## src/rtl/glb_access_arbiter_pkg.sv

```systemverilog
// Shared definitions for the GLB access arbiter: sizing helper,
// requester indices and controller state encodings.
package glb_access_arbiter_pkg;

  // Number of bits needed to hold the given value (0 -> 0, 2 -> 2, 8191 -> 13).
  function automatic int clogb2(input int value);
    int v;
    int bits;
    v    = value;
    bits = 0;
    while (v > 0) begin
      bits = bits + 1;
      v    = v >> 1;
    end
    return bits;
  endfunction

  localparam int NUM_REQ     = 4;
  localparam int REQ_IFMAP   = 0;
  localparam int REQ_WGHT    = 1;
  localparam int REQ_PSUM_RD = 2;
  localparam int REQ_PSUM_WR = 3;

  typedef enum logic [1:0] {
    ST_IDLE  = 2'd0,
    ST_RUN   = 2'd1,
    ST_DRAIN = 2'd2
  } state_e;

endpackage

```

## src/rtl/glb_access_arbiter_rr_arbiter4.sv

```systemverilog
// Four-way round-robin arbiter: one-hot grant, pointer advances past the
// winner so every persistent requester is served within four cycles.
module rr_arbiter4
  import glb_access_arbiter_pkg::*;
(
  input  logic       i_clk,
  input  logic       i_rst_n,
  input  logic       i_en,
  input  logic [3:0] i_req,
  output logic [3:0] o_gnt
);

  logic [1:0] ptr_q;
  logic [1:0] ptr_d;
  logic [1:0] gnt_idx;
  logic       gnt_any;

  // Scan from the pointer upward; the nearest active requester wins.
  always_comb begin
    gnt_any = 1'b0;
    gnt_idx = 2'd0;
    for (int i = NUM_REQ - 1; i >= 0; i--) begin
      if (i_en && i_req[ptr_q + 2'(i)]) begin
        gnt_any = 1'b1;
        gnt_idx = ptr_q + 2'(i);
      end
    end
    o_gnt = gnt_any ? 4'(4'b0001 << gnt_idx) : 4'b0000;
    ptr_d = gnt_any ? gnt_idx + 2'd1 : ptr_q;
  end

  // Pointer register; holds when nothing is granted.
  always_ff @(posedge i_clk or negedge i_rst_n) begin
    if (!i_rst_n) begin
      ptr_q <= 2'd0;
    end else begin
      ptr_q <= ptr_d;
    end
  end

endmodule

```

## src/rtl/glb_access_arbiter.sv

```systemverilog
// Global-buffer access arbiter: shares the single GLB port among the ifmap,
// weight and psum requesters, tags read responses with the requester id and
// lets the controller drain traffic between passes.
module glb_access_arbiter
  import glb_access_arbiter_pkg::*;
#(
  parameter int DATA_BITWIDTH = 32,
  parameter int BANK_NUM      = 3,
  parameter int BANK_DEPTH    = 8192,
  parameter int RD_LAT        = 1,
  parameter int BANK_SEL_W    = clogb2(BANK_NUM - 1),
  parameter int ADDR_W        = clogb2(BANK_DEPTH - 1)
) (
  input  logic                      i_clk,
  input  logic                      i_rst_n,
  input  logic                      i_en,
  input  logic [3*BANK_SEL_W-1:0]   i_bank_map,
  input  logic [3:0]                i_req_valid,
  output logic [3:0]                o_req_ready,
  input  logic [4*ADDR_W-1:0]       i_req_addr,
  input  logic [DATA_BITWIDTH-1:0]  i_wr_data,
  output logic [BANK_SEL_W-1:0]     o_glb_bank_sel,
  output logic                      o_glb_re,
  output logic                      o_glb_we,
  output logic [ADDR_W-1:0]         o_glb_ra,
  output logic [ADDR_W-1:0]         o_glb_wa,
  output logic [DATA_BITWIDTH-1:0]  o_glb_wd,
  input  logic [DATA_BITWIDTH-1:0]  i_glb_rd,
  output logic                      o_rsp_valid,
  output logic [1:0]                o_rsp_id,
  output logic [DATA_BITWIDTH-1:0]  o_rsp_data,
  output logic                      o_idle
);

  state_e                 state_q;
  state_e                 state_d;
  logic                   idle_q;
  logic [3:0]             gnt;
  logic                   arb_en;
  logic [1:0]             rd_id;
  logic [RD_LAT-1:0]      pipe_vld_q;
  logic [RD_LAT-1:0]      pipe_vld_d;
  logic [RD_LAT-1:0][1:0] pipe_id_q;
  logic [RD_LAT-1:0][1:0] pipe_id_d;

  // The map is written MSB-first as {ifmap, psum, wght}, so the ifmap bank
  // sits in the top field and the weight bank in the bottom one.
  logic [BANK_SEL_W-1:0] bank_ifmap;
  logic [BANK_SEL_W-1:0] bank_psum;
  logic [BANK_SEL_W-1:0] bank_wght;

  assign bank_ifmap = i_bank_map[2*BANK_SEL_W +: BANK_SEL_W];
  assign bank_psum  = i_bank_map[1*BANK_SEL_W +: BANK_SEL_W];
  assign bank_wght  = i_bank_map[0*BANK_SEL_W +: BANK_SEL_W];

  // Grants stop as soon as i_en drops, even before the FSM leaves RUN.
  assign arb_en = (state_q == ST_RUN) && i_en;

  rr_arbiter4 u_rr (
    .i_clk   (i_clk),
    .i_rst_n (i_rst_n),
    .i_en    (arb_en),
    .i_req   (i_req_valid),
    .o_gnt   (gnt)
  );

  assign o_req_ready = gnt;

  // Steer the single GLB port to the granted requester and its bank.
  always_comb begin
    o_glb_re       = |gnt[REQ_PSUM_RD:REQ_IFMAP];
    o_glb_we       = gnt[REQ_PSUM_WR];
    o_glb_bank_sel = '0;
    o_glb_ra       = '0;
    o_glb_wa       = '0;
    o_glb_wd       = '0;
    rd_id          = 2'd0;
    if (gnt[REQ_IFMAP]) begin
      o_glb_bank_sel = bank_ifmap;
      o_glb_ra       = i_req_addr[REQ_IFMAP*ADDR_W +: ADDR_W];
      rd_id          = 2'(REQ_IFMAP);
    end else if (gnt[REQ_WGHT]) begin
      o_glb_bank_sel = bank_wght;
      o_glb_ra       = i_req_addr[REQ_WGHT*ADDR_W +: ADDR_W];
      rd_id          = 2'(REQ_WGHT);
    end else if (gnt[REQ_PSUM_RD]) begin
      o_glb_bank_sel = bank_psum;
      o_glb_ra       = i_req_addr[REQ_PSUM_RD*ADDR_W +: ADDR_W];
      rd_id          = 2'(REQ_PSUM_RD);
    end else if (gnt[REQ_PSUM_WR]) begin
      o_glb_bank_sel = bank_psum;
      o_glb_wa       = i_req_addr[REQ_PSUM_WR*ADDR_W +: ADDR_W];
      o_glb_wd       = i_wr_data;
    end
  end

  // Shift a {valid, id} token per read so it lines up with the GLB data.
  always_comb begin
    pipe_vld_d = RD_LAT'({pipe_vld_q, o_glb_re});
    pipe_id_d  = (2*RD_LAT)'({pipe_id_q, rd_id});
  end

  // Read-tag pipeline; reset discards anything in flight.
  always_ff @(posedge i_clk or negedge i_rst_n) begin
    if (!i_rst_n) begin
      pipe_vld_q <= '0;
      pipe_id_q  <= '0;
    end else begin
      pipe_vld_q <= pipe_vld_d;
      pipe_id_q  <= pipe_id_d;
    end
  end

  assign o_rsp_valid = pipe_vld_q[RD_LAT-1];
  assign o_rsp_id    = pipe_id_q[RD_LAT-1];
  assign o_rsp_data  = i_glb_rd;

  // Next state: drain leaves for IDLE once the last token shifts out.
  always_comb begin
    state_d = state_q;
    case (state_q)
      ST_IDLE:  if (i_en) state_d = ST_RUN;
      ST_RUN:   if (!i_en) state_d = ST_DRAIN;
      ST_DRAIN: begin
        if (i_en) begin
          state_d = ST_RUN;
        end else if (pipe_vld_d == '0) begin
          state_d = ST_IDLE;
        end
      end
      default:  state_d = ST_IDLE;
    endcase
  end

  // Controller FSM with registered idle flag.
  always_ff @(posedge i_clk or negedge i_rst_n) begin
    if (!i_rst_n) begin
      state_q <= ST_IDLE;
      idle_q  <= 1'b1;
    end else begin
      state_q <= state_d;
      idle_q  <= (state_d == ST_IDLE);
    end
  end

  assign o_idle = idle_q;

  // Remapping banks with traffic possible would misroute accesses.
  map_stable_a: assert property (@(posedge i_clk) disable iff (!i_rst_n)
    !$stable(i_bank_map) |-> o_idle);

endmodule

```

## config.mk

```make
export PLATFORM = sky130hd
export DESIGN_NAME = glb_access_arbiter
export DESIGN_NICKNAME = d
export VERILOG_FILES = /design/src/rtl/glb_access_arbiter_pkg.sv /design/src/rtl/glb_access_arbiter_rr_arbiter4.sv /design/src/rtl/glb_access_arbiter.sv
export SDC_FILE = /design/constraint.sdc
export NUM_CORES = 1
export LEC_CHECK = 0
export CORE_AREA = 2 2 90 92
export DETAILED_ROUTE_END_ITERATION = 8
export DIE_AREA = 0 0 92 94
export PLACE_DENSITY_LB_ADDON = 0.05
export REMOVE_ABC_BUFFERS = 1
export SLEW_MARGIN = 10
export SYNTH_ARGS = -nofsm -noshare
export SYNTH_HDL_FRONTEND = slang
export SYNTH_SLANG_ARGS = --single-unit
export TNS_END_PERCENT = 50
```

## constraint.sdc

```tcl
create_clock -name i_clk -period 11.5 [get_ports i_clk]
set_input_delay 2.3 -clock i_clk [delete_from_list [all_inputs] [get_ports i_clk]]
set_output_delay 2.3 -clock i_clk [all_outputs]
set_load 0.01 [all_outputs]
```

==> results of run 1 <==
==> synthesized netlist by cell type <==
cell | n | share of area, %
and2_1 | 47 | 22
buf_4 | 33 | 18
inv_1 | 15 | 4.1
a222oi_1 | 12 | 8.8
dfrtp_1 | 7 | 13
buf_2 | 5 | 1.8
nand2_1 | 5 | 1.4
nor2_1 | 5 | 1.4
clkbuf_2 | 4 | 1.5
ha_1 | 4 | 3.7
a21oi_1 | 3 | 1.1
nor3_1 | 3 | 1.1
o21ai_0 | 3 | 1.1
a22oi_1 | 2 | 1.1
nand3b_1 | 2 | 1.1
nor3b_1 | 2 | 1.1
o2111ai_1 | 2 | 1.3
o211a_1 | 2 | 1.5
o211ai_1 | 2 | 1.1
a211oi_1 | 1 | 0.55
a21bo_2 | 1 | 0.74
a21boi_0 | 1 | 0.55
a311oi_1 | 1 | 0.64
and4_1 | 1 | 0.64
clkbuf_1 | 1 | 0.28
dfstp_2 | 1 | 1.9
nand2b_1 | 1 | 0.46
nor2_2 | 1 | 0.46
nor2b_1 | 1 | 0.46
nor3b_2 | 1 | 0.92
nor4_4 | 1 | 1.6
nor4b_1 | 1 | 0.64
nor4b_2 | 1 | 1.1
nor4bb_1 | 1 | 0.74
o21bai_1 | 1 | 0.55
o221ai_1 | 1 | 0.64
o22a_1 | 1 | 0.64
or3_1 | 1 | 0.46
==> path summary, 6_finish.rpt <==
| kind | start | end | slack [ps] | cells after the start |
|---|---|---|---|---|
| worst max-delay path | i_en | o_glb_ra[9] | 3190 | 10 |
| worst min register to register | state_q[1] | state_q[1] | 470 | 1 |
| max in group asynchronous | i_rst_n | o_idle | 8830 | 1 |
| worst max register to register | state_q[1] | o_rsp_id[1] | 8710 | 8 |
| worst min-delay path | state_q[1] | state_q[1] | 470 | 1 |
| min in group asynchronous | i_rst_n | o_rsp_valid | 2350 | 1 |
==> power breakdown <==
group          switching, W  leakage, nW  internal (W)
combinational     0.0000444         1.05     0.0000677
clock             0.0000110       0.0228     0.0000240
sequential       0.00000735        0.102     0.0000334
total             0.0000627         1.18      0.000125
==> routing by layer <==
metal / up-vias / routed length [um]
met4: 4 / 46
met5: - / 90
li1: 839 / -
met1: 768 / 2500
met2: 160 / 3090
met3: 8 / 1160
==> stage by stage <==
stage,instance area [um^2],hold WS [ps]
global route,2930,495
floorplan,1060,426
global placement,2880,453
CTS,2930,461
detailed placement,2880,456
finish,2930,468
==> state kept, by name, indices dropped and copies added, names as in the netlist <==
register,cells
u_rr.ptr_q,2
o_rsp_valid,1
o_rsp_id,2
o_idle,1
state_q,2
==> cells by family (layout without fill, tap and decap cells) <==
group / after synthesis / after routing / synth area share [%]
flip-flops: 8 / 8 / 14.8
AO/OA/AOI/OAI: 33 / 33 / 20.4
buffers and inverters: 58 / 188 / 26.0
adder cells (fa/ha/maj): 4 / 4 / 3.68
AND/OR/NAND/NOR: 74 / 74 / 35.2
==> area by class of cell <==
type                            count  area, um^2
Fill cell                         788        4680
Timing Repair Buffer              169        1680
Multi-Input combinational cell    111         811
Sequential cell                     8         201
Tap cell                          102         128
Inverter                           15        56.3
Clock buffer                        4        45.0
==> results.cfg, run 1 <==
[clock_network]
htreeDepth = 1
post-cts-setup-buffers = 0
cts_tree = yes
cts_root_buf = clkbuf_8
hold_buffers = 0
cts.path.max_buffers = 2
clock_latency_ps = 230
clock-sinks = 8
cts_resized = 0
path_clk_slew_ps = 40
cts_inserted_buffers = 3

[global_routing]
grt_max_degree = 46
grtUsageMet1_pct = 15.2
met3_usage_pct = 10.4
gr-usage-all-layers_pct = 14.7
grt_pass1_vias = 1732
antenna_found_initial = 0
grt-ovfl-total = 0
grt_pass1_wl_um = 9720
grt_most_used_layer = met2
grtUsageMet2_pct = 24.3

[sta]
setup_slack_ps = 3190
hold_viol = 0
clock_skew_ps = 7.34
rsz0062_at_grt = no
fmax_mhz = 120
finalSetupViolCount = 0
finalCriticalPeriod_ps = 8310
max_slew.worst_pin.slew_ps = 889
final.setup.tns_ps = 0
period_share_pct = 72.3
relSlewSlack_pct = 40.5
drv_slew = 0

[setup_path]
path_max_fanout = 15
worst-path-buf-inv = 3
critPathKind = input pin to output port
worstPathRequired_ps = 9200
critPathMaxStageDelay_ps = 760
cp_common_cell = clkdlybuf4s50_1
startpoint_type = input pin
cp_cell_sequence = clkdlybuf4s50_1, nand3b_1, a311oi_1, o221ai_1, o211ai_1, ha_1, nor3b_2, a222oi_1, inv_1, clkdlybuf4s50_1
cp_data_arrival_time_ps = 6010
cpMaxStageDelayCell = nor3b_2
endpoint_kind = output port
crit_family = compound AO/OA/AOI/OAI gates

[finish]
diodes = 0
mostFrequentLayoutCells = clkdlybuf4s50_1 (166), and2_1 (47), inv_1 (15)
fin_nets = 441
area_delta_synth_final_pct = 115
mostFrequentLayoutCell = clkdlybuf4s50_1
drive_gt1_share_pct = 4.23
final_core_util_pct = 38.5
finalNonFillerCells = 409

[routing]
drtPass1Iterations = 4
vias = 1779
drt-initial-drc-count = 54
wl_um = 6880
drc = 0
vias_per_cell = 4.35
wl_per_cell_um = 16.8
ant_nets = 0

[synth]
synth_cells = 177
yosysWarnings = 0
syn_area_um2 = 1360
yosysSeqAreaShare_pct = 14.8
ys_seq_elements = 8
synth.avg_cell_area_um2 = 7.68
ys_types = 38

[place]
place_inst = 405
hpwlAfterDp_um = 5820
gp_congestion = 0.741
io_buffers = 166
place_ws_ps = 3180

[run_status]
status = complete, no violations

[flow_run]
max_cap_viol_count = 0

[die]
num_rows = 32
io_pins = 231
die_area_um2 = 8650
initial_utilization_pct = 17.9
die_w_um = 92
coreArea_um2 = 7610
die_y_um = 94

[power]
power.density_nw_per_um2 = 64.2
ir_drop_v = 0.0000489
total_power_w = 0.000188
static-leakage-power_nw = 1.18

[worst_hold_path]
hp-class = register to register
Power figures use the tool's default switching activity.
==> run 2, diff against run 1 <==
- CORE_AREA: 2 2 90 92 -> 2 2 88 90
- DIE_AREA: 0 0 92 94 -> 0 0 90 92
- clock period: 11.5 -> 6.7 ns (I/O delays scaled with it)
==> run 2 against run 1 <==
Via count is 1.3% lower. Utilization is 1.0 points higher. Worst hold slack got worse by 16 ps.
==> results.cfg, run 2 (synthesized netlist as in run 1, its figures left out) <==
[finish]
mostFrequentLayoutCells = clkdlybuf4s50_1 (166), and2_1 (47), inv_1 (15)
mostFrequentLayoutCell = clkdlybuf4s50_1
finalNonFillerCells = 411
regArea_um2 = 201
fin_nets = 443
stdcell_area_um2 = 2940
diodes = 0
num-fill-cells = 785
drive_gt1_share_pct = 4.85
multiInputGateArea_um2 = 811
area_delta_synth_final_pct = 116

[place]
place_ws_ps = 498
dpl_cell_area_um2 = 2900
place_inst = 407
hpwlAfterDp_um = 5840
io_buffers = 166
gp_congestion = 0.739

[die]
num_rows = 32
die_area_um2 = 8280
io_pins = 231
coreArea_um2 = 7450
initial_utilization_pct = 18.2
die_y_um = 92
die_w_um = 90

[clock_network]
clock_latency_ps = 220
hold_buffers = 0
cts_tree = yes
post-cts-setup-buffers = 0
cts_root_buf = clkbuf_8
path_clk_slew_ps = 40
cts.path.max_buffers = 2
cts_inserted_buffers = 3
cts_resized = 0
clock-sinks = 8
htreeDepth = 1

[sta]
worst_hold_slack_ps = 452
final.setup.tns_ps = 0
max_slew.worst_pin.slew_ps = 602
finalSetupViolCount = 0
fmax_mhz = 162
period_share_pct = 92.3
clock_skew_ps = 3.96
hold_viol = 0
relSlewSlack_pct = 59.6
drv_slew = 0
rsz0062_at_grt = no
setup_slack_ps = 513
finalCriticalPeriod_ps = 6190

[global_routing]
antenna_found_initial = 0
gr-usage-all-layers_pct = 15.4
grt_pass1_wl_um = 9880
grt_pass1_vias = 1753
grt_max_degree = 46
grt-ovfl-total = 0

[power]
internal_power_w = 0.000216
seqPwrFrac_pct = 21.8
p_sw_share_pct = 33.2
clockPowerShare_pct = 18.2
combPwrFrac_pct = 60.0
static-leakage-power_nw = 1.19
p_sw_w = 0.000108
ir_drop_v = 0.0000500
power.density_nw_per_um2 = 110

[setup_path]
path_max_fanout = 45
cp-startpoint = i_req_valid[1]
reg2reg_to = o_rsp_id[1]
rr_worst_depth = 9
worstPathRequired_ps = 5360
reg2reg_slack_ps = 4170
critPathKind = input pin to output port
crit-reg2reg-launch = state_q[1]
cp-endpoint = o_glb_wd[3]
endpoint_kind = output port
startpoint_type = input pin
cp_data_arrival_time_ps = 4850

[routing]
wl_per_cell_um = 16.8
drt-initial-drc-count = 68
vias = 1756
wl_um = 6910
drc = 0
ant_nets = 0
vias_per_cell = 4.27
drtPass1Iterations = 4

[worst_hold_path]
hp-class = register to register

[flow_run]
max_cap_viol_count = 0

[run_status]
status = complete, no violations
run 2: through the flow:
stage	total power, W	utilization (%)
global route	0.000350	39.5
CTS	0.000326	39.5
finish	0.000323	39.5
floorplan	0.000153	-
global placement	0.000265	38.9
detailed placement	0.000265	38.9
run 2: routing by layer:
layer / vias up / GRT usage, % / wire [um]
li1: 844 / - / -
met1: 782 / 19.2 / 2790
met2: 126 / 23.4 / 3190
met3: 2 / 8.71 / 885
met4: 2 / 1.54 / 0
met5: - / 4.49 / 47
run 2: layout make-up:
class | instances | share of cell area (%)
Clock buffer | 4 | 1.53
Tap cell | 102 | 4.34
Timing Repair Buffer | 171 | 57.8
Inverter | 15 | 1.91
Sequential cell | 8 | 6.85
Multi-Input combinational cell | 111 | 27.6
run 2: worst min-delay path by stage:
stage	cells past startpoint	to	startpoint
finish	1	state_q[1]	state_q[1]
global route	1	state_q[1]	state_q[1]
detailed placement	1	state_q[1]	state_q[1]
floorplan	1	state_q[1]	state_q[1]
CTS	1	state_q[1]	state_q[1]
global placement	1	state_q[1]	state_q[1]
run 2: worst max-delay path, cell delays in order:
cell             delay, ps
clkdlybuf4s50_1        640
a21bo_2                260
a311oi_1               310
o221ai_1               230
o211a_1                270
ha_1                   250
nor2_1                 240
and4_1                 220
buf_4                  310
and2_1                 210
clkdlybuf4s50_1        540
run 2: power groups by stage:
stage | combinational (W) | clock, W | sequential [W]
floorplan | 0.0000850 | 0 | 0.0000683
global placement | 0.000195 | 0 | 0.0000704
detailed placement | 0.000195 | 0 | 0.0000703
CTS | 0.000196 | 0.0000605 | 0.0000696
global route | 0.000214 | 0.0000651 | 0.0000717
finish | 0.000194 | 0.0000588 | 0.0000705
==> run 3, diff against run 2 <==
- CAP_MARGIN: not set -> 10
==> results of run 3 <==
Final layout, timing and power as in run 2 (identical DEF).
